`src/rtl/lsu_pkg.sv`:
```
// Shared types for the load/store unit: size codes, FSM states and the
// registered request record.
package lsu_pkg;
   localparam int ADDR_W_DEF = 11;
   localparam int DEPTH_DEF  = 512;

   localparam logic [1:0] SZ_B = 2'b00;
   localparam logic [1:0] SZ_H = 2'b01;
   localparam logic [1:0] SZ_W = 2'b10;
   localparam logic [1:0] SZ_X = 2'b11;

   typedef enum logic [2:0] {IDLE, READ, DATA, MERGE, WRITE, DONE} state_t;

   // Only what the later states need: lane offset and the low half of store data.
   typedef struct packed {
      logic        we;
      logic [1:0]  size;
      logic        sign;
      logic [1:0]  lane;
      logic [15:0] wdata;
   } req_t;
endpackage

```
`src/rtl/lsu_lane.sv`:
```
// Combinational byte-lane logic: load extract/extend and sub-word store merge.
module lsu_lane
   import lsu_pkg::*;
(
   input  logic [31:0] word,
   input  logic [15:0] wdata,
   input  logic [1:0]  lane,
   input  logic [1:0]  size,
   input  logic        sign,
   output logic [31:0] ldata,
   output logic [31:0] merged
);
   logic [7:0]  b;
   logic [15:0] h;

   always_comb begin
      b = word[7:0];
      case (lane)
         2'd0:    b = word[7:0];
         2'd1:    b = word[15:8];
         2'd2:    b = word[23:16];
         default: b = word[31:24];
      endcase
      h = lane[1] ? word[31:16] : word[15:0];

      case (size)
         SZ_B:    ldata = {{24{sign & b[7]}}, b};
         SZ_H:    ldata = {{16{sign & h[15]}}, h};
         default: ldata = word;
      endcase

      // Untouched bytes pass through bit-exact from the old word.
      merged = word;
      case (size)
         SZ_B: merged[{lane, 3'b000} +: 8] = wdata[7:0];
         SZ_H: begin
            if (lane[1]) merged[31:16] = wdata;
            else         merged[15:0]  = wdata;
         end
         default: merged = word;
      endcase
   end
endmodule

```
`src/rtl/lsu.sv`:
```
// Load/store unit: one request at a time, RMW for sub-word stores against a
// byte-enable-less synchronous RAM; all outputs are registered.
module lsu
   import lsu_pkg::*;
#(
   parameter int ADDR_W = ADDR_W_DEF,
   parameter int DEPTH  = DEPTH_DEF
) (
   input  logic              clk,
   input  logic              rst,
   input  logic              req_valid,
   output logic              req_ready,
   input  logic              req_we,
   input  logic [1:0]        req_size,
   input  logic              req_sign,
   input  logic [31:0]       req_addr,
   input  logic [31:0]       req_wdata,
   output logic              resp_valid,
   output logic [31:0]       resp_rdata,
   output logic              resp_err,
   output logic              mem_en,
   output logic              mem_we,
   output logic [ADDR_W-3:0] mem_addr,
   output logic [31:0]       mem_wdata,
   input  logic [31:0]       mem_rdata
);
   localparam logic [31:0] LIMIT = 32'(DEPTH) << 2;

   state_t      state;
   req_t        rq;
   logic        req_err;
   logic        bad_align;
   logic        oor;
   logic [31:0] ld_val;
   logic [31:0] st_word;

   assign req_ready = (state == IDLE);

   assign bad_align = (req_size == SZ_H && req_addr[0]) ||
                      (req_size == SZ_W && req_addr[1:0] != 2'b00);
   // No aliasing: anything past the RAM is rejected rather than wrapped.
   assign oor       = (|req_addr[31:ADDR_W]) || (req_addr >= LIMIT);
   assign req_err   = bad_align || oor || (req_size == SZ_X);

   lsu_lane u_lane (
      .word   (mem_rdata),
      .wdata  (rq.wdata),
      .lane   (rq.lane),
      .size   (rq.size),
      .sign   (rq.sign),
      .ldata  (ld_val),
      .merged (st_word)
   );

   always_ff @(posedge clk or posedge rst) begin
      if (rst) begin
         state      <= IDLE;
         rq         <= '0;
         resp_valid <= 1'b0;
         resp_err   <= 1'b0;
         resp_rdata <= '0;
         mem_en     <= 1'b0;
         mem_we     <= 1'b0;
         mem_addr   <= '0;
         mem_wdata  <= '0;
      end else begin
         case (state)
            IDLE: if (req_valid) begin
               rq       <= '{we: req_we, size: req_size, sign: req_sign,
                             lane: req_addr[1:0], wdata: req_wdata[15:0]};
               mem_addr <= req_addr[ADDR_W-1:2];
               if (req_err) begin
                  state      <= DONE;
                  resp_valid <= 1'b1;
                  resp_err   <= 1'b1;
                  resp_rdata <= '0;
               end else if (!req_we || req_size != SZ_W) begin
                  state  <= READ;
                  mem_en <= 1'b1;
                  mem_we <= 1'b0;
               end else begin
                  state     <= WRITE;
                  mem_en    <= 1'b1;
                  mem_we    <= 1'b1;
                  mem_wdata <= req_wdata;
               end
            end
            READ: begin
               mem_en <= 1'b0;
               state  <= rq.we ? MERGE : DATA;
            end
            DATA: begin
               resp_rdata <= ld_val;
               resp_valid <= 1'b1;
               resp_err   <= 1'b0;
               state      <= DONE;
            end
            MERGE: begin
               mem_wdata <= st_word;
               mem_en    <= 1'b1;
               mem_we    <= 1'b1;
               state     <= WRITE;
            end
            WRITE: begin
               mem_en     <= 1'b0;
               mem_we     <= 1'b0;
               resp_valid <= 1'b1;
               resp_err   <= 1'b0;
               resp_rdata <= '0;
               state      <= DONE;
            end
            DONE: begin
               resp_valid <= 1'b0;
               resp_err   <= 1'b0;
               state      <= IDLE;
            end
            default: state <= IDLE;
         endcase
      end
   end
endmodule

```
`config.mk`:
```
export PLATFORM = sky130hd
export DESIGN_NAME = lsu
export DESIGN_NICKNAME = d
export VERILOG_FILES = /design/src/rtl/lsu_pkg.sv /design/src/rtl/lsu_lane.sv /design/src/rtl/lsu.sv
export SDC_FILE = /design/constraint.sdc
export NUM_CORES = 1
export LEC_CHECK = 0
export BUFFER_PORTS_ARGS = -buffer_cell sky130_fd_sc_hd__buf_2
export CAP_MARGIN = 20
export CORE_MARGIN = 3
export CORE_UTILIZATION = 57
export DETAILED_ROUTE_END_ITERATION = 12
export GPL_TIMING_DRIVEN = 0
export MAX_ROUTING_LAYER = met4
export PLACE_DENSITY = 0.85
export SLEW_MARGIN = 10
export SYNTH_ARGS = -nofsm -noshare
export SYNTH_HDL_FRONTEND = slang
export SYNTH_SLANG_ARGS = --single-unit
export TNS_END_PERCENT = 100
```
`constraint.sdc`:
```
create_clock -name clk -period 6.9 [get_ports clk]
set_input_delay 0.69 -clock clk [delete_from_list [all_inputs] [get_ports clk]]
set_output_delay 0.69 -clock clk [all_outputs]
set_load 0.02 [all_outputs]
```
### Yosys cells after proc, flatten, opt, wreduce, memory -nomap -nowiden

Cells that the tools add are included.
Widths: inputs -> output; s select.

* add/sub/neg operators: 1
* multipliers: 0
* divide/modulo/power cells: 0
* order comparisons: 1
* eq/ne operators: 16
* shift-type cells: 2
* mux-type cells: 30
* bitwise logic cells: 2
* reductions and logical operators: 29

Operators with widths (count)
* $pmux 32 s2: 3
* $mux 32: 5
* $pmux 32 s3: 1
* $mux 16: 3
* $bwmux 32: 1
* $ge 32x12->1 const B: 1
* $shift 8x7->32 const A: 1
* $shiftx 8x7->32: 1
* $pmux 8 s3: 1
* $reduce_or 21->1: 1
* $reduce_and 3->1: 5
* $pmux 3 s4: 1
* $reduce_bool 3->1: 4
* $mux 3: 3
* $pmux 1 s3: 3
* $mux 1: 8
* $ne 2x2->1 const B: 4
* $neg 5->7: 1
* $eq 2x1->1 const B: 3
* $eq 2x2->1 const B: 3
* $eq 3x2->1 const B: 2
* $eq 3x3->1 const B: 2
* $reduce_bool 2->1: 3
* $logic_or 1x1->1: 5
* 12 further kinds: 16

* bits in registers: 102
* bits in latches: 0
* RAM bits: 0
* bits in read-only memories: 0
* logic and storage cells: 94
* memories kept: 0

### Depth between registers and ports, before layout

Gate-level depths: netlist (run 1).

* depth after elaboration: 8
* gate-level depth with buffers: 10
* mapped depth without buffers: 7

### Hierarchy

A second synthesis (run 1) with hierarchy kept.

* cell total of the unflattened synthesis: 608
* area, all modules: 6602.6 um2

Modules (own cells, without submodules)
* lsu: times used 1, cells an instance 369, area an instance 4857.2 um2
* lsu_lane: times used 1, cells an instance 239, area an instance 1745.4 um2

### Worst setup path before layout (run 1)

OpenSTA, ideal clock, no wires.

* path kind: register to register
* from: register rq[17] (netlist name)
* to: register mem_wdata[16]
* library setup time: 0.064 ns
* data arrival time: 2.547 ns
* data required time: 6.836 ns
* path slack: 4.288 ns
* cell stages (with the launch flop): 9
* path buffers: 1
* cell sequence: dfrtp_1 buf_2 clkinv_1 ha_1 or3b_2 a211oi_1 a221oi_1 nor2_1 mux2_4

* longest elaborated chain between the ends: 5

RTL lines
* from (decl): RTL line lsu.sv:30 `req_t rq;`
* from (signal assigned): RTL line lsu.sv:69 `rq <= '{we: req_we, size: req_size, sign: req_sign,`
* $neg 5->7: RTL line lsu_lane.sv:35 `SZ_B: merged[{lane, 3'b000} +: 8] = wdata[7:0];`
* $shiftx 8x7->32 / $shift 8x7->32 (equally long branches): RTL line lsu_lane.sv:35
* $bwmux 32: RTL line lsu_lane.sv:35
* $pmux 32 s2 *: RTL line lsu_lane.sv:34 `case (size)`
* $pmux 32 s2 *: RTL line lsu.sv:67 `case (state)`
* to (signal assigned): RTL line lsu.sv:85 `mem_wdata <= req_wdata;`
* to (signal assigned): RTL line lsu.sv:99 `mem_wdata <= st_word;`
* to (decl): RTL line lsu.sv:24 `output logic [31:0] mem_wdata,`

Every way passes the cells marked *; elsewhere a longest branch is shown, timed or not.
A chain may end at the register's enable or synchronous reset.

### Final worst setup path (run 1)

* from: register rq[17] (netlist name)
* to: register mem_wdata[18]

Same word-level chain as after synthesis.

==> flow_metrics.py, run 1 <==
metrics = {
    "critical_path": {
        "critPathKind": "flip-flop to flip-flop",
        "cp_slowest_cell": "a211oi_1",
        "required_ns": 7.23,
        "path_cells": "buf_2 > clkinv_1 > ha_1 > or3b_2 > a211oi_1 > a221oi_1 > nor2_1 > mux2_4",
        "r2r-start": "rq[17]$_DFFE_PP0P_",
        "slowest_delay_ns": 0.86,
        "endpoint_kind": "flip-flop",
        "cp-start-kind": "flip-flop",
        "path_max_fanout": 10,
        "startpoint": "rq[17]$_DFFE_PP0P_",
        "cp.arrival_ns": 3.82,
    },
    "yosys": {
        "synth_nets": 717,
        "avgSynthCellArea_um2": 10.2,
        "synth_seq_area_share_pct": 41.0,
        "synth_edf_count": 0,
        "netlist_instances": 608,
        "synthTopCellsByCount": "dfrtp_1, a22o_1, nand2_1",
        "ys.flop_type": "dfrtp_1",
        "synth_top_area_cell": "dfrtp_1",
        "ys_warn_count": 0,
        "synth_most_common_cell": "dfrtp_1",
        "netlist_area_um2": 6220,
        "ys_ff_latch": 102,
        "synthTopCellsByArea": "dfrtp_1, mux2_4, a22o_1",
        "ys_types": 54,
        "synth.top_cell.area_share_pct": 41.0,
        "async_reset_ff_share_pct": 100,
    },
    "power": {
        "power.total_mw": 3.56,
        "switchingPower_mw": 1.67,
        "pwr-share-seq_pct": 31.5,
        "p_comb_share_pct": 58.9,
        "p_per_area_nw_per_um2": 475,
        "p_int_mw": 1.89,
        "switching_share_pct": 47.0,
        "cellLeakagePower_nw": 3.57,
        "ir_drop_v": 0.000275,
        "pwr-share-clk_pct": 9.6,
    },
    "finish": {
        "fin_nets": 909,
        "fin_util_pct": 71.6,
        "layout.cells.non_filler": 941,
        "fin_area_um2": 7490,
        "drive_gt1_share_pct": 35.7,
        "area_growth_pct": 20.4,
    },
    "sta": {
        "rsz0062_at_grt": "no",
        "fin_worst_skew_ns": 0.00658,
        "setup_ws_ns": 3.41,
        "setup_viol": 0,
        "slew_headroom_pct": 32.2,
        "fmax_ghz": 0.287,
        "tns_ns": 0,
        "hold_viol_final": 0,
        "slew_viol_final": 0,
        "post-route-period-util_pct": 50.6,
        "finalCriticalPeriod_ns": 3.49,
        "worst_hold_slack_ns": 0.347,
        "worst_pin_slew_ns": 1.01,
    },
    "placement": {
        "place_ws_ns": 3.56,
        "hpwl_mm": 16.8,
        "dpl.cell_count": 925,
        "placed_area_um2": 7320,
        "gp_congestion": 0.953,
        "io_buffers": 180,
    },
    "floorplan": {
        "die-width_um": 110,
        "die_area_um2": 12200,
        "pin_count": 181,
        "fp.dieH_um": 110,
        "start_util_pct": 59.5,
        "num_rows": 37,
        "core-area_um2": 10500,
    },
    "global_routing": {
        "grt_pass1_vias": 6220,
        "antenna_found_initial": 1,
        "grt_pass1_wl_mm": 34.1,
        "grt.total_usage_pct": 35.9,
        "grt_max_degree": 62,
        "grt_overflow": 0,
    },
    "clock_tree": {
        "htree_levels": 3,
        "clk_path_buf_depth": 2,
        "clk_pin_slew_ns": 0.09,
        "cts_tree": "done",
        "clockRootBuffer": "clkbuf_8",
        "clock-sinks": 102,
        "cts_hold_buf": 0,
        "post_cts_buffers": 0,
        "cts_buffers": 9,
        "clkLatencyLatePin_ns": 0.39,
        "cts_resized": 0,
    },
    "run": {
        "drv_cap": 0,
    },
    "route": {
        "postRouteAntennaNets": 0,
        "routedWlPerCell_um": 22.7,
        "post-route-drc-count": 0,
        "drtPass1Iterations": 6,
        "vias": 5990,
        "viasPerCell": 6.37,
        "wirelength_mm": 21.3,
        "first_iter_violations": 702,
    },
    "status": {
        "status": "finished clean",
    },
    "min_path": {
        "hp-class": "input port to asynchronous set/reset pin",
    },
}
per-layer routing:
layer | global-route usage (%) | vias to the layer above | share of wire [%]
li1 | - | 2669 | -
met1 | 44.0 | 2886 | 41
met2 | 57.2 | 376 | 47
met3 | 8.22 | 59 | 8.3
met4 | 15.5 | 0 | 3.8
met5 | - | - | 0
power by group through the flow:
| stage | clock [mW] | sequential, mW | combinational (mW) |
|---|---|---|---|
| 2_1_floorplan | 0 | 1.32 | 1.21 |
| 3_3_place_gp | 0 | 1.10 | 2.01 |
| 3_5_place_dp | 0 | 1.12 | 2.07 |
| 4_1_cts | 0.346 | 1.11 | 2.08 |
| 5_1_grt | 0.368 | 1.15 | 2.25 |
| 6_report | 0.342 | 1.12 | 2.10 |
cell families after synthesis:
family	Yosys count	share of synthesized area [%]
AOI/OAI and AO/OA	207	25.1
and+or+nand+nor	145	11.3
DFF	102	41.0
muxes	82	16.3
buffers and inverters	65	4.97
adders and majority gates	6	1.21
xor gates and xnor gates	1	0.141
placed cells by master (no fill, tap or decap), drive strengths merged, types with 2 or more instances in the layout:
cell / instances
buf: 198
dfrtp: 102
mux2: 66
a22o: 50
nand2: 48
nor2: 46
clkbuf: 42
a221oi: 36
o21ai: 31
a21oi: 31
nand2b: 22
mux2i: 16
inv: 15
o2bb2ai: 9
a222oi: 8
o21a: 8
a21o: 8
o22ai: 8
ha: 6
clkinv: 6
a31oi: 5
and2: 4
nor2b: 4
a22oi: 4
nor4: 3
a211oi: 3
or2: 3
nand3: 3
nand3b: 2
nor4bb: 2
nor3: 2
sequential cells by signal (all words and copies together) (netlist names):
name        flops
resp_valid      1
mem_en          1
rq             22
state           3
mem_wdata      32
resp_rdata     32
resp_err        1
mem_addr        9
mem_we          1
worst max-delay path: cells and delay by family (launching register included):
family | cells | cell delay [ns]
AO/OA/AOI/OAI | 2 | 1.18
AND/OR/NAND/NOR | 2 | 0.66
buffers and inverters | 2 | 0.57
adder cells (fa/ha/maj) | 1 | 0.44
flip-flops | 1 | 0.41
multiplexers | 1 | 0.17
path summary, 6_finish.rpt:
kind	end	slack, ns	cells after the start
max	mem_wdata[18]$_DFFE_PP0P_	3.41	8
min in group clk	resp_rdata[0]$_DFFE_PP0P_	0.49	1
min	resp_rdata[31]$_DFFE_PP0P_	0.35	2
max reg2reg	mem_wdata[18]$_DFFE_PP0P_	3.41	8
max in group asynchronous	rq[3]$_DFFE_PP0P_	5.87	3
min reg2reg	resp_rdata[0]$_DFFE_PP0P_	0.49	1
layout make-up:
cell class	instances	area (um^2)
plain buffers	48	245
multi-input cells	441	3360
well taps	136	170
flip-flops and latches	102	2550
clock buffers	11	141
diodes	1	2.50
repair buffers	181	928
fillers	817	2970
clock inverters	4	23.8
inverters	17	66.3
Power figures use the tool's default switching activity.
==> run 2, diff against run 1 <==
--- a/config.mk
+++ b/config.mk
@@ -5,14 +5,15 @@
 export SDC_FILE = /design/constraint.sdc
 export NUM_CORES = 1
 export LEC_CHECK = 0
+export ABC_AREA = 1
 export BUFFER_PORTS_ARGS = -buffer_cell sky130_fd_sc_hd__buf_2
 export CAP_MARGIN = 20
 export CORE_MARGIN = 3
-export CORE_UTILIZATION = 57
+export CORE_UTILIZATION = 53
 export DETAILED_ROUTE_END_ITERATION = 12
 export GPL_TIMING_DRIVEN = 0
 export MAX_ROUTING_LAYER = met4
-export PLACE_DENSITY = 0.85
+export PLACE_DENSITY = 0.79
 export SLEW_MARGIN = 10
 export SYNTH_ARGS = -nofsm -noshare
 export SYNTH_HDL_FRONTEND = slang
==> constraint.sdc (replaced) <==
create_clock -name clk -period 3.54 [get_ports clk]
set_input_delay 0.354 -clock clk [delete_from_list [all_inputs] [get_ports clk]]
set_output_delay 0.354 -clock clk [all_outputs]
set_load 0.02 [all_outputs]
==> flow_metrics.py, run 2 <==
metrics = {
    "power": {
        "p_comb_share_pct": 57.1,
        "p_int_mw": 3.47,
        "switchingPower_mw": 3.67,
        "p_per_area_nw_per_um2": 894,
        "ir_drop_v": 0.000624,
        "pwr-share-seq_pct": 29.3,
        "cellLeakagePower_nw": 4.56,
        "switching_share_pct": 51.4,
        "pwr-share-clk_pct": 13.6,
    },
    "floorplan": {
        "die_area_um2": 13700,
        "die-width_um": 117,
        "num_rows": 40,
        "pin_count": 181,
        "core-area_um2": 12100,
        "fp.dieH_um": 117,
        "start_util_pct": 54.4,
    },
    "yosys": {
        "synth_seq_area_share_pct": 38.9,
        "netlist_instances": 984,
        "ys_warn_count": 0,
        "ys_ff_latch": 102,
        "avgSynthCellArea_um2": 6.67,
        "synth_most_common_cell": "nand2_1",
        "synth.top_cell.area_share_pct": 38.9,
        "synth_top_area_cell": "dfrtp_1",
        "async_reset_ff_share_pct": 100,
        "synthTopCellsByArea": "dfrtp_1, nand2_1, nand3_1",
        "synth_edf_count": 0,
        "netlist_area_um2": 6560,
        "ys_types": 31,
        "synth_nets": 1093,
        "synthTopCellsByCount": "nand2_1, dfrtp_1, inv_1",
        "ys.flop_type": "dfrtp_1",
    },
    "placement": {
        "io_buffers": 180,
        "gp_congestion": 1.05,
        "place_ws_ns": 0.693,
        "placed_area_um2": 7700,
        "hpwl_mm": 17.8,
    },
    "global_routing": {
        "grt_overflow": 0,
        "grt_max_degree": 54,
        "antenna_found_initial": 0,
        "grt_pass1_wl_mm": 34.8,
        "grt.total_usage_pct": 34.0,
        "grt_pass1_vias": 6870,
    },
    "sta": {
        "finalCriticalPeriod_ns": 2.97,
        "tns_ns": 0,
        "worst_hold_slack_ns": 0.0717,
        "hold_viol_final": 0,
        "fmax_ghz": 0.337,
        "setup_viol": 0,
        "setup_ws_ns": 0.570,
        "slew_viol_final": 0,
        "fin_worst_skew_ns": 0.00934,
        "rsz0062_at_grt": "no",
        "worst_pin_slew_ns": 0.620,
        "post-route-period-util_pct": 83.9,
        "slew_headroom_pct": 58.7,
    },
    "clock_tree": {
        "clock-sinks": 102,
        "htree_levels": 3,
        "clockRootBuffer": "clkbuf_16",
        "post_cts_buffers": 0,
        "clk_pin_slew_ns": 0.07,
        "clk_path_buf_depth": 2,
        "cts_resized": 0,
        "cts_tree": "done",
        "cts_hold_buf": 0,
        "clkLatencyLatePin_ns": 0.36,
        "cts_buffers": 9,
    },
    "finish": {
        "multi_input_area_um2": 3400,
        "ff_latch_area_um2": 2550,
        "fin_util_pct": 66.2,
        "drive_gt1_share_pct": 22.1,
        "num_antenna_cells": 0,
        "layout_commonest_cell": "nand2_1",
        "area_growth_pct": 21.8,
        "fin_area_um2": 7990,
        "final.fill_count": 1190,
        "reg_top3": "mem_wdata (32), resp_rdata (32), rq (22)",
        "fin_nets": 1285,
        "final_cell_mix": "nand2_1, buf_2, dfrtp_1",
    },
    "critical_path": {
        "r2r-start": "rq[17]$_DFFE_PP0P_",
        "r2r_end": "mem_wdata[4]$_DFFE_PP0P_",
        "endpoint_kind": "flip-flop",
        "cp.arrival_ns": 3.27,
        "cp-start-kind": "flip-flop",
        "reg2reg_setup_slack_ns": 0.57,
        "critPathKind": "flip-flop to flip-flop",
        "r2r_cells": 14,
        "path_max_fanout": 12,
        "required_ns": 3.84,
        "critPathCapture": "mem_wdata[4]$_DFFE_PP0P_",
        "startpoint": "rq[17]$_DFFE_PP0P_",
    },
    "route": {
        "vias": 7288,
        "post-route-drc-count": 0,
        "viasPerCell": 5.40,
        "postRouteAntennaNets": 0,
        "drtPass1Iterations": 5,
        "wirelength_mm": 22.6,
        "routedWlPerCell_um": 16.7,
        "first_iter_violations": 602,
    },
    "min_path": {
        "hp-class": "input port to asynchronous set/reset pin",
    },
    "run": {
        "drv_cap": 0,
    },
    "status": {
        "status": "finished clean",
    },
}
[run 2: changes by cell type after synthesis, moves of 26 or more]
cell / previous run / this run
inv_1: 13 / 91
nand2_1: 48 / 381
a221oi_1: 36 / 0
a22o_1: 50 / 0
mux2_4: 30 / 0
a21oi_1: 30 / 75
nand3_1: 2 / 85
nor2_1: 46 / 72
[run 2: how the worst min path moves through the flow]
stage,start,to,slack (ns),depth (start not counted)
2_1_floorplan,rq[21]$_DFFE_PP0P_,rq[21]$_DFFE_PP0P_,0.46,1
3_3_place_gp,resp_rdata[2]$_DFFE_PP0P_,resp_rdata[2]$_DFFE_PP0P_,0.45,2
3_5_place_dp,resp_rdata[6]$_DFFE_PP0P_,resp_rdata[6]$_DFFE_PP0P_,0.45,2
4_1_cts,rst,mem_wdata[19]$_DFFE_PP0P_,0.09,2
5_1_grt,rst,mem_wdata[19]$_DFFE_PP0P_,0.13,2
6_report,rst,rq[10]$_DFFE_PP0P_,0.07,2
[run 2: cell type report]
class | count | share of cell area (%)
buffer | 50 | 2.94
sequential | 102 | 31.9
clock buffer | 9 | 2.82
tap | 168 | 2.63
clock inverter | 7 | 0.799
timing repair buffer | 181 | 11.6
multi-input combinational | 734 | 42.6
inverter | 98 | 4.64
[run 2: cell families after synthesis]
| family | synth area share, % |
|---|---|
| and+or+nand+nor | 34.3 |
| AOI/OAI and AO/OA | 13.3 |
| buffers and inverters | 9.19 |
| DFF | 38.9 |
| muxes | 3.09 |
| adders and majority gates | 1.14 |
[run 2: power groups by stage]
stage               Clock, mW  Combinational (mW)  Sequential, mW
finish                  0.969                4.08            2.09
global route             1.03                4.52            2.16
CTS                     0.987                4.03            2.08
detailed placement          0                4.02            2.10
global placement            0                3.97            2.09
floorplan                   0                2.29            2.51
[run 2: worst max-delay path, stage by stage (launching register included)]
cell	delay, ns
dfrtp_1	0.46
buf_4	0.22
inv_1	0.10
clkbuf_1	0.47
ha_1	0.34
clkbuf_1	0.21
nor2_1	0.45
nand3_1	0.13
nand2_1	0.09
nand2_1	0.05
nand2_1	0.08
nand2_1	0.08
nand2_1	0.11
nand3_1	0.08
nand2_1	0.08
[run 2: per-stage QoR]
stage	power [mW]	std cells
finish	7.14	1349
global route	7.72	1349
CTS	7.11	1349
detailed placement	6.12	1333
global placement	6.06	1332
floorplan	4.80	984
[run 2: per-layer routing]
layer | global-route usage (%) | vias to the layer above | share of wire, %
met5 | - | - | 0
met4 | 15.5 | 0 | 4.7
met3 | 5.55 | 72 | 7.3
met2 | 50.6 | 308 | 45
met1 | 45.7 | 3388 | 43
li1 | - | 3520 | -
